===== config.mk =====
export PLATFORM = sky130hd
export DESIGN_NAME = spike_rate_decoder_flat
export DESIGN_NICKNAME = d
export VERILOG_FILES = /design/src/rtl/spike_dec_pkg.sv /design/src/rtl/spike_rate_decoder_if.sv /design/src/rtl/spike_edge_counter.sv /design/src/rtl/spike_rate_decoder.sv /design/src/flat_wrapper.sv
export SDC_FILE = /design/constraint.sdc
export NUM_CORES = 1
export LEC_CHECK = 0
export BUFFER_PORTS_ARGS = -buffer_cell sky130_fd_sc_hd__buf_2
export CAP_MARGIN = 20
export CELL_PAD_IN_SITES_DETAIL_PLACEMENT = 1
export CELL_PAD_IN_SITES_GLOBAL_PLACEMENT = 1
export CORE_UTILIZATION = 50
export CTS_BUF_LIST = sky130_fd_sc_hd__clkbuf_2 sky130_fd_sc_hd__clkbuf_4 sky130_fd_sc_hd__clkbuf_8
export DETAILED_ROUTE_END_ITERATION = 16
export HOLD_SLACK_MARGIN = 0.08
export PLACE_DENSITY = 0.95
export RECOVER_POWER = 25
export REMOVE_ABC_BUFFERS = 1
export SLEW_MARGIN = 20
export SYNTH_ARGS = -nofsm -noshare
export SYNTH_HDL_FRONTEND = slang
export SYNTH_SLANG_ARGS = --single-unit

===== constraint.sdc =====
create_clock -name clk -period 8.76 [get_ports clk]
set_input_delay 1.752 -clock clk [delete_from_list [all_inputs] [get_ports clk]]
set_output_delay 1.752 -clock clk [all_outputs]
set_load 0.02 [all_outputs]

===== src/rtl/spike_dec_pkg.sv =====
// Shared constants and helpers for the spike rate decoder slice.
package spike_dec_pkg;

    localparam int unsigned DEF_N_CH        = 4;
    localparam int unsigned DEF_COUNT_W     = 4;
    localparam int unsigned DEF_WINDOW_LOG2 = 6;
    localparam int unsigned CNT_MAX         = (1 << DEF_COUNT_W) - 1;

    // Width of a channel index; never zero even for a single channel.
    function automatic int unsigned win_w(input int unsigned n);
        return (n > 1) ? $clog2(n) : 1;
    endfunction

endpackage


===== src/rtl/spike_rate_decoder_if.sv =====
// Snapshot output port of the spike rate decoder: rate vector, winner, valid/ready.
interface spike_rate_decoder_if
    import spike_dec_pkg::*;
#(
    parameter int unsigned N_CH    = DEF_N_CH,
    parameter int unsigned COUNT_W = DEF_COUNT_W
);
    localparam int unsigned WIN_W  = win_w(N_CH);
    localparam int unsigned RATE_W = N_CH * COUNT_W;

    logic [RATE_W-1:0] rate_out;
    logic [WIN_W-1:0]  winner;
    logic              out_valid;
    logic              out_ready;

    modport master (
        output rate_out,
        output winner,
        output out_valid,
        input  out_ready
    );

    modport slave (
        input  rate_out,
        input  winner,
        input  out_valid,
        output out_ready
    );
endinterface


===== src/rtl/spike_edge_counter.sv =====
// One channel: rising-edge detect plus saturating per-window spike accumulator.
module spike_edge_counter
    import spike_dec_pkg::*;
#(
    parameter int unsigned COUNT_W = DEF_COUNT_W
) (
    input  logic               clk,
    input  logic               rst_n,
    input  logic               spike,
    input  logic               clr,
    input  logic               close,
    output logic [COUNT_W-1:0] snap_c
);
    localparam logic [COUNT_W-1:0] SAT = '1;

    logic               prev_q, prev_d;
    logic [COUNT_W-1:0] acc_q, acc_d;
    logic               edge_c;

    // snap_c includes an edge landing on the close cycle itself.
    always_comb begin
        prev_d = spike;
        edge_c = spike & ~prev_q;
        snap_c = acc_q;
        if (edge_c && (acc_q != SAT)) begin
            snap_c = acc_q + COUNT_W'(1);
        end
        acc_d = snap_c;
        if (clr || close) begin
            acc_d = '0;
        end
    end

    always_ff @(posedge clk or negedge rst_n) begin
        if (!rst_n) begin
            prev_q <= 1'b0;
            acc_q  <= '0;
        end else begin
            prev_q <= prev_d;
            acc_q  <= acc_d;
        end
    end

endmodule


===== src/rtl/spike_rate_decoder.sv =====
// Windowed spike counting per channel, argmax winner, and a one-deep valid/ready snapshot.
module spike_rate_decoder
    import spike_dec_pkg::*;
#(
    parameter int unsigned N_CH        = DEF_N_CH,
    parameter int unsigned COUNT_W     = DEF_COUNT_W,
    parameter int unsigned WINDOW_LOG2 = DEF_WINDOW_LOG2
) (
    input  logic                 clk,
    input  logic                 rst_n,
    input  logic                 en,
    input  logic [N_CH-1:0]      spike_in,
    input  logic                 clr_overrun,
    output logic                 overrun,
    spike_rate_decoder_if.master out_if
);
    localparam int unsigned WIN_W  = win_w(N_CH);
    localparam int unsigned RATE_W = N_CH * COUNT_W;

    logic [WINDOW_LOG2-1:0] wcnt_q, wcnt_d;
    logic                   close_c;
    logic                   clr_c;
    logic [COUNT_W-1:0]     snap_c [N_CH];
    logic [RATE_W-1:0]      rate_c;
    logic [WIN_W-1:0]       win_c;
    logic [COUNT_W-1:0]     best_c;
    logic                   xfer_c;

    logic [RATE_W-1:0]      rate_q, rate_d;
    logic [WIN_W-1:0]       win_q, win_d;
    logic                   valid_q, valid_d;
    logic                   overrun_q, overrun_d;

    // Window counter wraps naturally after its all-ones close cycle.
    always_comb begin
        clr_c   = ~en;
        close_c = en && (wcnt_q == '1);
        wcnt_d  = en ? (wcnt_q + WINDOW_LOG2'(1)) : '0;
    end

    for (genvar g = 0; g < N_CH; g++) begin : g_ch
        spike_edge_counter #(
            .COUNT_W (COUNT_W)
        ) u_ch (
            .clk    (clk),
            .rst_n  (rst_n),
            .spike  (spike_in[g]),
            .clr    (clr_c),
            .close  (close_c),
            .snap_c (snap_c[g])
        );
    end

    // Strict compare keeps the lowest index on ties.
    always_comb begin
        rate_c = '0;
        win_c  = '0;
        best_c = snap_c[0];
        for (int unsigned i = 0; i < N_CH; i++) begin
            rate_c[i*COUNT_W +: COUNT_W] = snap_c[i];
            if (snap_c[i] > best_c) begin
                best_c = snap_c[i];
                win_c  = WIN_W'(i);
            end
        end
    end

    // A close with a full, stalled output drops the snapshot; set beats clear.
    always_comb begin
        xfer_c    = valid_q & out_if.out_ready;
        valid_d   = valid_q & ~xfer_c;
        rate_d    = rate_q;
        win_d     = win_q;
        overrun_d = overrun_q & ~clr_overrun;
        if (close_c) begin
            if (!valid_q || out_if.out_ready) begin
                rate_d  = rate_c;
                win_d   = win_c;
                valid_d = 1'b1;
            end else begin
                overrun_d = 1'b1;
            end
        end
    end

    always_ff @(posedge clk or negedge rst_n) begin
        if (!rst_n) begin
            wcnt_q    <= '0;
            rate_q    <= '0;
            win_q     <= '0;
            valid_q   <= 1'b0;
            overrun_q <= 1'b0;
        end else begin
            wcnt_q    <= wcnt_d;
            rate_q    <= rate_d;
            win_q     <= win_d;
            valid_q   <= valid_d;
            overrun_q <= overrun_d;
        end
    end

    assign out_if.rate_out  = rate_q;
    assign out_if.winner    = win_q;
    assign out_if.out_valid = valid_q;
    assign overrun          = overrun_q;

endmodule


===== src/flat_wrapper.sv =====
// flat-port wrapper written by rule: the top's interface ports become plain ports
module spike_rate_decoder_flat import spike_dec_pkg::*;
#(
    parameter int unsigned N_CH        = DEF_N_CH,
    parameter int unsigned COUNT_W     = DEF_COUNT_W,
    parameter int unsigned WINDOW_LOG2 = DEF_WINDOW_LOG2
)
  (clk, rst_n, en, spike_in, clr_overrun, overrun, out_if_rate_out, out_if_winner, out_if_out_valid, out_if_out_ready);
  spike_rate_decoder_if #(.N_CH(N_CH), .COUNT_W(COUNT_W)) out_if_i ();
  input  logic clk;
  input  logic rst_n;
  input  logic en;
  input  logic [N_CH-1:0] spike_in;
  input  logic clr_overrun;
  output logic overrun;
  output wire logic [$bits(out_if_i.rate_out)-1:0] out_if_rate_out;
  output wire logic [$bits(out_if_i.winner)-1:0] out_if_winner;
  output wire logic [$bits(out_if_i.out_valid)-1:0] out_if_out_valid;
  input wire logic [$bits(out_if_i.out_ready)-1:0] out_if_out_ready;
  assign out_if_rate_out = out_if_i.rate_out;
  assign out_if_winner = out_if_i.winner;
  assign out_if_out_valid = out_if_i.out_valid;
  assign out_if_i.out_ready = out_if_out_ready;
  spike_rate_decoder #(.N_CH(N_CH), .COUNT_W(COUNT_W), .WINDOW_LOG2(WINDOW_LOG2)) u_core (.clk(clk), .rst_n(rst_n), .en(en), .spike_in(spike_in), .clr_overrun(clr_overrun), .overrun(overrun), .out_if(out_if_i));
endmodule

; After elaboration in Yosys (flattened, before gate mapping)
; Cells that the tools add are included.
[word_totals]
ff_bits = 46
input_bits = 9
output_inout_bits = 20
word_cells = 67
[classes]
n_addsub = 5
order_cmp = 3
eq_ne = 5
muxes = 18
n_bitwise = 14
n_reduce_logical = 9
[ops]
columns = op, n
row1 = $mux 4, 10
row2 = $add 4x1->4 const B, 4
row3 = $ne 4x4->1 const B, 4
row4 = $gt 4x4->1, 3
row5 = $and 1x1->1, 7
row6 = $not 1->1, 7
row7 = $add 6x1->6 const B, 1
row8 = $eq 6x6->1 const B, 1
row9 = $mux 6, 1
row10 = $logic_and 1x1->1, 5
row11 = $mux 1, 5
row12 = $mux 2, 2
row13 = $logic_or 1x1->1, 2
row14 = $reduce_and 2->1, 1
row15 = $logic_not 1->1, 1

; Logic depth before layout (Yosys ltp)
; Gate-level depths: netlist of run 1.
[depth]
depth_word = 10
ltp_mapped = 26
depth_no_buf = 25

; Cells and area by module
; A second synthesis of run 1 with hierarchy kept.
[hier_totals]
cells_unflattened = 224
area_unflattened_um2 = 2552.4
[modules_own_cells]
columns = mod, n_inst, cells_each, area_per_inst_um2, seq_area_each_um2
row1 = spike_rate_decoder, 1, 120, 1446.4, 650.6
row2 = spike_edge_counter, 4, 26, 276.5, 125.1

; Worst setup path after synthesis of run 1
; No wires, ideal clock.
[synth_timing]
path_kind = input -> register
from = input port spike_in[0]
to = register u_core.win_q[0], in the netlist u_core.out_if.winner[0]
setup_ns = 0.132
arrival_time_ns = 6.049
t_required_ns = 8.628
path_slack_ns = 2.579
stages = 22
path_buffers = 1
cell_sequence = nor2b_1 -> nand4_1 -> mux2_2 -> ha_1 -> inv_1 -> or3_1 -> o32a_2 -> a31oi_1 -> nor2_1 -> ha_1 -> o21a_1 -> o21a_1 -> o21a_1 -> clkbuf_1 -> mux2_2 -> ha_1 -> nor2b_1 -> o21a_1 -> o21a_1 -> o21a_1 -> mux2i_1 -> o31ai_1
[synth_via]
elab_chain_len = 9
word_cells_on_any_way = 11
classes_between = order compare (3) / mux (6) / bitwise (1) / reduce/logical (1)
[synth_lines]
columns = element, line_no
row1 = start: declaration, flat_wrapper.sv:13  ; input logic [N_CH-1:0] spike_in;
row2 = $and 1x1->1 (*), spike_edge_counter.sv:23  ; edge_c = spike & ~prev_q;
row3 = $logic_and 1x1->1 (*), spike_edge_counter.sv:25  ; if (edge_c && (acc_q != SAT)) begin
row4 = $mux 4 (*), spike_edge_counter.sv:25
row5 = $gt 4x4->1, spike_rate_decoder.sv:61  ; if (snap_c[i] > best_c) begin
row6 = $mux 4, spike_rate_decoder.sv:61
row7 = $gt 4x4->1, spike_rate_decoder.sv:61
row8 = $mux 4, spike_rate_decoder.sv:61
row9 = $gt 4x4->1, spike_rate_decoder.sv:61
row10 = $mux 2 (*), spike_rate_decoder.sv:61
row11 = end signal: assignment, spike_rate_decoder.sv:96  ; win_q <= win_d;
row12 = end: declaration, spike_rate_decoder.sv:30  ; logic [WIN_W-1:0] win_q, win_d;
; Mark *: on every way between the ends. The rest lies on a longest branch, timed or not.
; A chain may end at the register's enable or synchronous reset.

; Worst setup path after layout of run 1
; Same ends and word-level chain as after synthesis.

==> results of run 1 <==
-- worst min-delay path: cells and delay by family, from the launching register on --
kind | cells | cell delay [ns]
flip-flops | 1 | 0.34
AO/OA/AOI/OAI | 1 | 0.05
AND/OR/NAND/NOR | 1 | 0.04
-- registers in the layout, summed over array words and instances, names as in the netlist --
signal	count
u_core.g_ch.u_ch.acc_q	16
u_core.g_ch.u_ch.prev_q	4
u_core.out_if.out_valid	1
u_core.out_if.rate_out	16
u_core.out_if.winner	2
u_core.overrun	1
u_core.wcnt_q	6
-- final cells by class --
type / count / area (sq um) / area share, %
Timing Repair Buffer: 29 / 141 / 5.24
Multi-Input combinational cell: 177 / 1210 / 44.7
Inverter: 11 / 41.3 / 1.53
Clock inverter: 1 / 5.00 / 0.185
Clock buffer: 7 / 90.1 / 3.34
Sequential cell: 46 / 1150 / 42.6
Tap cell: 52 / 65.1 / 2.41
-- worst max path at each step --
stage	start	to	cells after the start
floorplan	spike_in[0]	u_core.out_if.winner[0]	21
global placement	spike_in[0]	u_core.out_if.winner[0]	22
detailed placement	spike_in[0]	u_core.out_if.winner[0]	23
CTS	spike_in[0]	u_core.out_if.winner[0]	23
global route	spike_in[0]	u_core.out_if.winner[0]	23
finish	spike_in[0]	u_core.out_if.winner[0]	23
-- synth_stat cells (all sizes together) --
cell	instances
o22ai	1
o21a	6
o32ai	1
mux2	4
nor4	3
nand3b	3
and2	5
nand4	5
o21ai	17
nor4b	1
nand2	26
o31ai	5
nor2b	7
o31a	2
nand3	9
a21bo	1
nor3	1
nand2b	6
a21oi	1
xnor2	7
nand4b	1
ha	15
o22a	1
clkbuf	6
a211oi	1
mux2i	6
a31oi	3
a21boi	1
or3	1
a31o	1
inv	11
and3	2
dfrtp	46
nor2	27
o32a	1
xor2	6
-- report_power, final --
group / leakage [nW] / switching, W / internal, W / total [W]
logic: 0.709 / 0.0000612 / 0.0000415 / 0.000103
registers: 0.628 / 0.00000364 / 0.000216 / 0.000220
clock network: 0.0517 / 0.0000708 / 0.0000668 / 0.000138
total: 1.39 / 0.000136 / 0.000325 / 0.000460
-- stage by stage --
step                power [W]  hold WS [ns]
finish               0.000460         0.476
detailed placement   0.000322         0.465
floorplan            0.000292         0.431
global route         0.000480         0.508
CTS                  0.000461         0.481
global placement     0.000312         0.451
-- logic make-up after synthesis --
group,Yosys count,share of synthesized area [%]
compound gates,42,12.0
xor+xnor,13,5.01
fa+ha+maj,15,7.75
buf+inv,17,2.64
flops,46,47.5
mux,10,4.86
simple gates,97,20.2
-- metal layers --
layer	up-vias	wire [microns]	global-route usage, %
li1	892	-	-
met4	0	205	10.7
met3	19	203	5.20
met1	970	2550	32.1
met2	54	3300	49.9
met5	-	0	0
==> results.json, run 1 <==
{
  "status": "complete, but fails checks",
  "min_period_over_period_pct": 78.3,
  "grt_pass1_wl_mm": 10.6,
  "grt_remaining_overflow": 0,
  "num_vias": 1935,
  "fin_skew_ns": 0.00526,
  "finalSetupViolCount": 0,
  "drt.antenna.violating_nets": 0,
  "fin_cells": 323,
  "critical_path_capture_point_type": "flop",
  "place.detailed.instances": 315,
  "reg2reg_from": "u_core.g_ch[0].u_ch.prev_q",
  "layout-drive-gt1-share_pct": 16.2,
  "final_period_minus_worst_setup_slack_ns": 6.86,
  "post-route-drc-count": 0,
  "initialDrtViolationCount": 121,
  "dpl_cell_area_sq_um": 2610,
  "area_growth_syn_to_layout_pct": 11.5,
  "cts_sinks": 46,
  "grt_setup_unrepaired": "false",
  "nFillCells": 533,
  "clock_latency_at_the_later_pin_of_the_worst_skew_pair_ns": 0.30,
  "yosys_register_bits": 46,
  "floorplan.rows": 24,
  "cellPowerDensity_nw_per_um2": 171,
  "ir_worst_vdd_v": 0.0000683,
  "htreeDepth": 2,
  "finalInstanceArea_sq_um": 2700,
  "yosys_warnings": 0,
  "dp_slack_ns": 1.82,
  "timing.critical_path.from_type": "input port",
  "timing.hold.worst_path_depth": 2,
  "timing.rr.end": "u_core.out_if.winner[0]",
  "max_root_sink_buffers": 2,
  "timing.hold.worst.start": "u_core.out_if.rate_out[9]",
  "timing.critical_path.max_delay_family": "compound AO/OA/AOI/OAI gates",
  "ctsResizeCount": 0,
  "worst_pin_slew_ns": 2.50,
  "worst_ep_arrival_time_ns": 7.04,
  "gpl.final_weighted_congestion": 0.910,
  "drt_first_pass_iters": 4,
  "clk_pin_slew_ns": 0.08,
  "mostFrequentLayoutCell": "sky130_fd_sc_hd__dfrtp_1",
  "hp-class": "reg2reg",
  "mappedNetlistArea_sq_um": 2420,
  "die_area_sq_um": 5120,
  "initial_utilization_pct": 53.8,
  "failing_checks": "capacitance limit, slew limit",
  "worst-setup-path-type": "in2reg",
  "most-common-layout-cells": "sky130_fd_sc_hd__dfrtp_1 (46), sky130_fd_sc_hd__nor2_1 (27), sky130_fd_sc_hd__nand2_1 (26)",
  "average_via_count_per_standard_cell": 5.99,
  "first_global_vias": 2123,
  "crit_chain": "clkbuf_1 > nor2b_1 > nand4_1 > mux2_2 > ha_1 > inv_1 > or3_1 > o32ai_2 > o31a_1 > nor2_1 > ha_1 > nor2b_1 > o21a_1 > o21a_1 > o21a_1 > mux2_2 > ha_1 > nor2b_1 > o21a_1 > o21a_1 > o21a_1 > mux2i_1 > o31ai_1",
  "finalSetupTns_ns": 0,
  "numCtsBuffers": 5,
  "antenna_found_initial": 0,
  "clock_root_buffer": "sky130_fd_sc_hd__clkbuf_8",
  "cts_setup_buffers": 0,
  "slew_violations": 47,
  "critical_path.max_stage_delay_ns": 0.44,
  "grt_max_degree": 47,
  "synth_cells": 240,
  "grt_usage_pct": 27.5,
  "dp_hpwl_mm": 4.51,
  "io_pins": 29,
  "finalCoreUtilization_pct": 59.9,
  "leakagePower_nw": 1.39,
  "coreArea_sq_um": 4500,
  "max_fo_critical_path": 9,
  "seq_area_frac_synth_pct": 47.5,
  "syn_area_per_cell_sq_um": 10.1,
  "insertedDiodeCount": 0,
  "die_x_microns": 71.6,
  "worst-r2r-cell-count": 22,
  "final.setup.worst_slack_ns": 1.90,
  "detail_route.wl_per_cell_microns": 19.4,
  "path_common_cell": "sky130_fd_sc_hd__o21a_1",
  "cts_tree": "done",
  "worstPathBufferInverterCount": 2,
  "hold_buffers": 0,
  "timing.max_slew.rel_slack_pct": -66.8,
  "io_buffer_count": 28,
  "peak_freq_ghz": 0.146,
  "yosys.area.top_type": "sky130_fd_sc_hd__dfrtp_1",
  "worst_endpoint_required_time_ns": 8.94,
  "hold_end": "u_core.out_if.rate_out[9]",
  "critical-path-slowest-cell": "sky130_fd_sc_hd__or3_1",
  "floorplan.die.height_microns": 71.6,
  "layout.nets": 294,
  "wirelength_mm": 6.26,
  "maxCapViolations": 1,
  "synth.distinct_cells": 40,
  "final-hold-violation-count": 0,
  "post-synth-top-area-fraction_pct": 47.5,
  "worst-r2r-setup-slack_ns": 3.18,
  "synth.area.top_cells": "sky130_fd_sc_hd__dfrtp_1 (48%), sky130_fd_sc_hd__ha_1 (7.8%), sky130_fd_sc_hd__nor2_1 (4.2%)"
}
Note: power is estimated with default switching activity, not from simulation.
==> inputs of run 2 (changes only) <==
Settings changed: CORE_UTILIZATION 50 to 47, PLACE_DENSITY 0.95 to 0.91.
Clock period 8.76 ns to 7.2 ns, I/O delays scaled along.
==> results.json, run 2 (synthesized netlist as in run 1, its figures left out) <==
{
  "floorplan.die.height_microns": 73.8,
  "grt_pass1_wl_mm": 9.65,
  "htreeDepth": 2,
  "post-route-drc-count": 0,
  "hp-class": "reg2reg",
  "timing.critical_path.from_type": "input port",
  "critical_path_capture_point_type": "flop",
  "seq_area_sq_um": 1150,
  "finalSetupViolCount": 0,
  "average_via_count_per_standard_cell": 5.63,
  "drt_first_pass_iters": 4,
  "cts_tree": "done",
  "min_period_over_period_pct": 87.7,
  "final-hold-violation-count": 0,
  "insertedDiodeCount": 0,
  "antenna_found_initial": 0,
  "clock_root_buffer": "sky130_fd_sc_hd__clkbuf_8",
  "initialDrtViolationCount": 128,
  "detail_route.wl_per_cell_microns": 17.1,
  "fin_skew_ns": 0.00971,
  "grt_max_degree": 47,
  "most-common-layout-cells": "sky130_fd_sc_hd__dfrtp_1 (46), sky130_fd_sc_hd__nor2_1 (27), sky130_fd_sc_hd__nand2_1 (26)",
  "timing.max_slew.rel_slack_pct": -63.8,
  "cts_setup_buffers": 0,
  "final_period_minus_worst_setup_slack_ns": 6.31,
  "maxCapViolations": 1,
  "status": "complete, but fails checks",
  "grt_remaining_overflow": 0,
  "wirelength_mm": 5.79,
  "grt_usage_pct": 24.0,
  "path_common_cell": "sky130_fd_sc_hd__o21a_1",
  "coreArea_sq_um": 4850,
  "io_buffer_count": 28,
  "finalSetupTns_ns": 0,
  "die_area_sq_um": 5440,
  "hold_buffers": 0,
  "clk_pin_slew_ns": 0.08,
  "initial_utilization_pct": 49.9,
  "grt_setup_unrepaired": "false",
  "max_fo_critical_path": 9,
  "num_vias": 1904,
  "failing_checks": "capacitance limit, slew limit",
  "slew_violations": 47,
  "ir_worst_vdd_v": 0.0000943,
  "cellPowerDensity_nw_per_um2": 214,
  "mostFrequentLayoutCell": "sky130_fd_sc_hd__dfrtp_1",
  "numCtsBuffers": 5,
  "ctsResizeCount": 0,
  "clock_latency_at_the_later_pin_of_the_worst_skew_pair_ns": 0.31,
  "area_of_combinational_cells_with_multiple_inputs_sq_um": 1210,
  "gpl.final_weighted_congestion": 0.857,
  "crit_chain": "clkbuf_1 > nor2b_1 > nand4_1 > nor2_1 > mux2_2 > inv_1 > ha_1 > inv_1 > or3_1 > o32a_2 > a31oi_1 > nor2_1 > ha_1 > o21a_1 > o21a_1 > mux2_2 > ha_1 > nor2b_1 > o21a_1 > o21a_1 > o21a_1 > mux2i_1 > o31ai_1",
  "peak_freq_ghz": 0.158,
  "cts_sinks": 46,
  "area_growth_syn_to_layout_pct": 13.1,
  "layout.nets": 294,
  "drt.antenna.violating_nets": 0,
  "dp_hpwl_mm": 4.00,
  "leakagePower_nw": 1.40,
  "layout-drive-gt1-share_pct": 16.6,
  "finalInstanceArea_sq_um": 2740,
  "nFillCells": 563,
  "critical_path.max_stage_delay_ns": 0.41,
  "critical-path-slowest-cell": "sky130_fd_sc_hd__or3_1",
  "floorplan.rows": 25,
  "die_x_microns": 73.8,
  "worst_pin_slew_ns": 2.46,
  "worst_ep_arrival_time_ns": 6.49,
  "io_pins": 29,
  "dpl_cell_area_sq_um": 2630,
  "dp_slack_ns": 0.785,
  "first_global_vias": 1961,
  "max_root_sink_buffers": 2,
  "worst_endpoint_required_time_ns": 7.38,
  "worst-setup-path-type": "in2reg",
  "final.setup.worst_slack_ns": 0.886
}
## run 2: changes by cell type in the layout (fill, tap and decap cells not counted)
cell	change
sky130_fd_sc_hd__clkbuf_1	-1
sky130_fd_sc_hd__bufinv_16	+1
sky130_fd_sc_hd__buf_2	+1
sky130_fd_sc_hd__clkbuf_8	-1
sky130_fd_sc_hd__clkbuf_4	+1
sky130_fd_sc_hd__clkinv_2	-1
## run 2: final cells by class
cell class              count  share of cell area (%)
inverters                  11                    1.51
multi-input cells         177                    44.0
clock inverters             1                    1.10
clock buffers               7                    3.06
repair buffers             29                    5.21
flip-flops and latches     46                    42.0
well taps                  67                    3.06
## run 2: routing by layer
layer / part of all wire [%] / global-route usage, %
met4: 1.6 / 8.12
met5: 0 / 0
met3: 2.4 / 5.08
met1: 43 / 29.4
met2: 53 / 41.9
## run 2: critical path: cells and delay by family
kind | cells | cell delay, ns
fa+ha+maj | 3 | 0.97
compound gates | 8 | 1.77
buf+inv | 3 | 0.30
simple gates | 6 | 1.22
mux | 3 | 0.80
## run 2: path summary, 6_finish.rpt
path | start | end | slack (ns) | cells after the start
worst max-delay path | spike_in[1] | u_core.out_if.winner[0] | 0.89 | 23
worst min-delay path | u_core.wcnt_q[0] | u_core.wcnt_q[0] | 0.47 | 1
worst max register to register | u_core.g_ch[1].u_ch.prev_q | u_core.out_if.winner[0] | 1.80 | 22
worst min register to register | u_core.wcnt_q[0] | u_core.wcnt_q[0] | 0.47 | 1
max in group asynchronous | rst_n | u_core.out_if.rate_out[5] | 3.92 | 1
min in group asynchronous | rst_n | u_core.out_if.out_valid | 1.88 | 1
## run 2: where the power goes
group / internal (W) / switching [W] / leakage [nW]
Sequential: 0.000263 / 0.00000425 / 0.628
Clock: 0.000112 / 0.0000893 / 0.0593
Combinational: 0.0000494 / 0.0000677 / 0.712
Total: 0.000424 / 0.000161 / 1.40
## run 2: through the flow
stage	total power (W)	std cells	util [%]	hold slack, ns
after detailed placement	0.000386	330	54.2	0.458
final	0.000586	338	56.5	0.472
after global placement	0.000380	330	54.2	0.451
after CTS	0.000587	338	56.6	0.471
after global routing	0.000610	338	56.5	0.487
after floorplan	0.000355	234	-	0.431
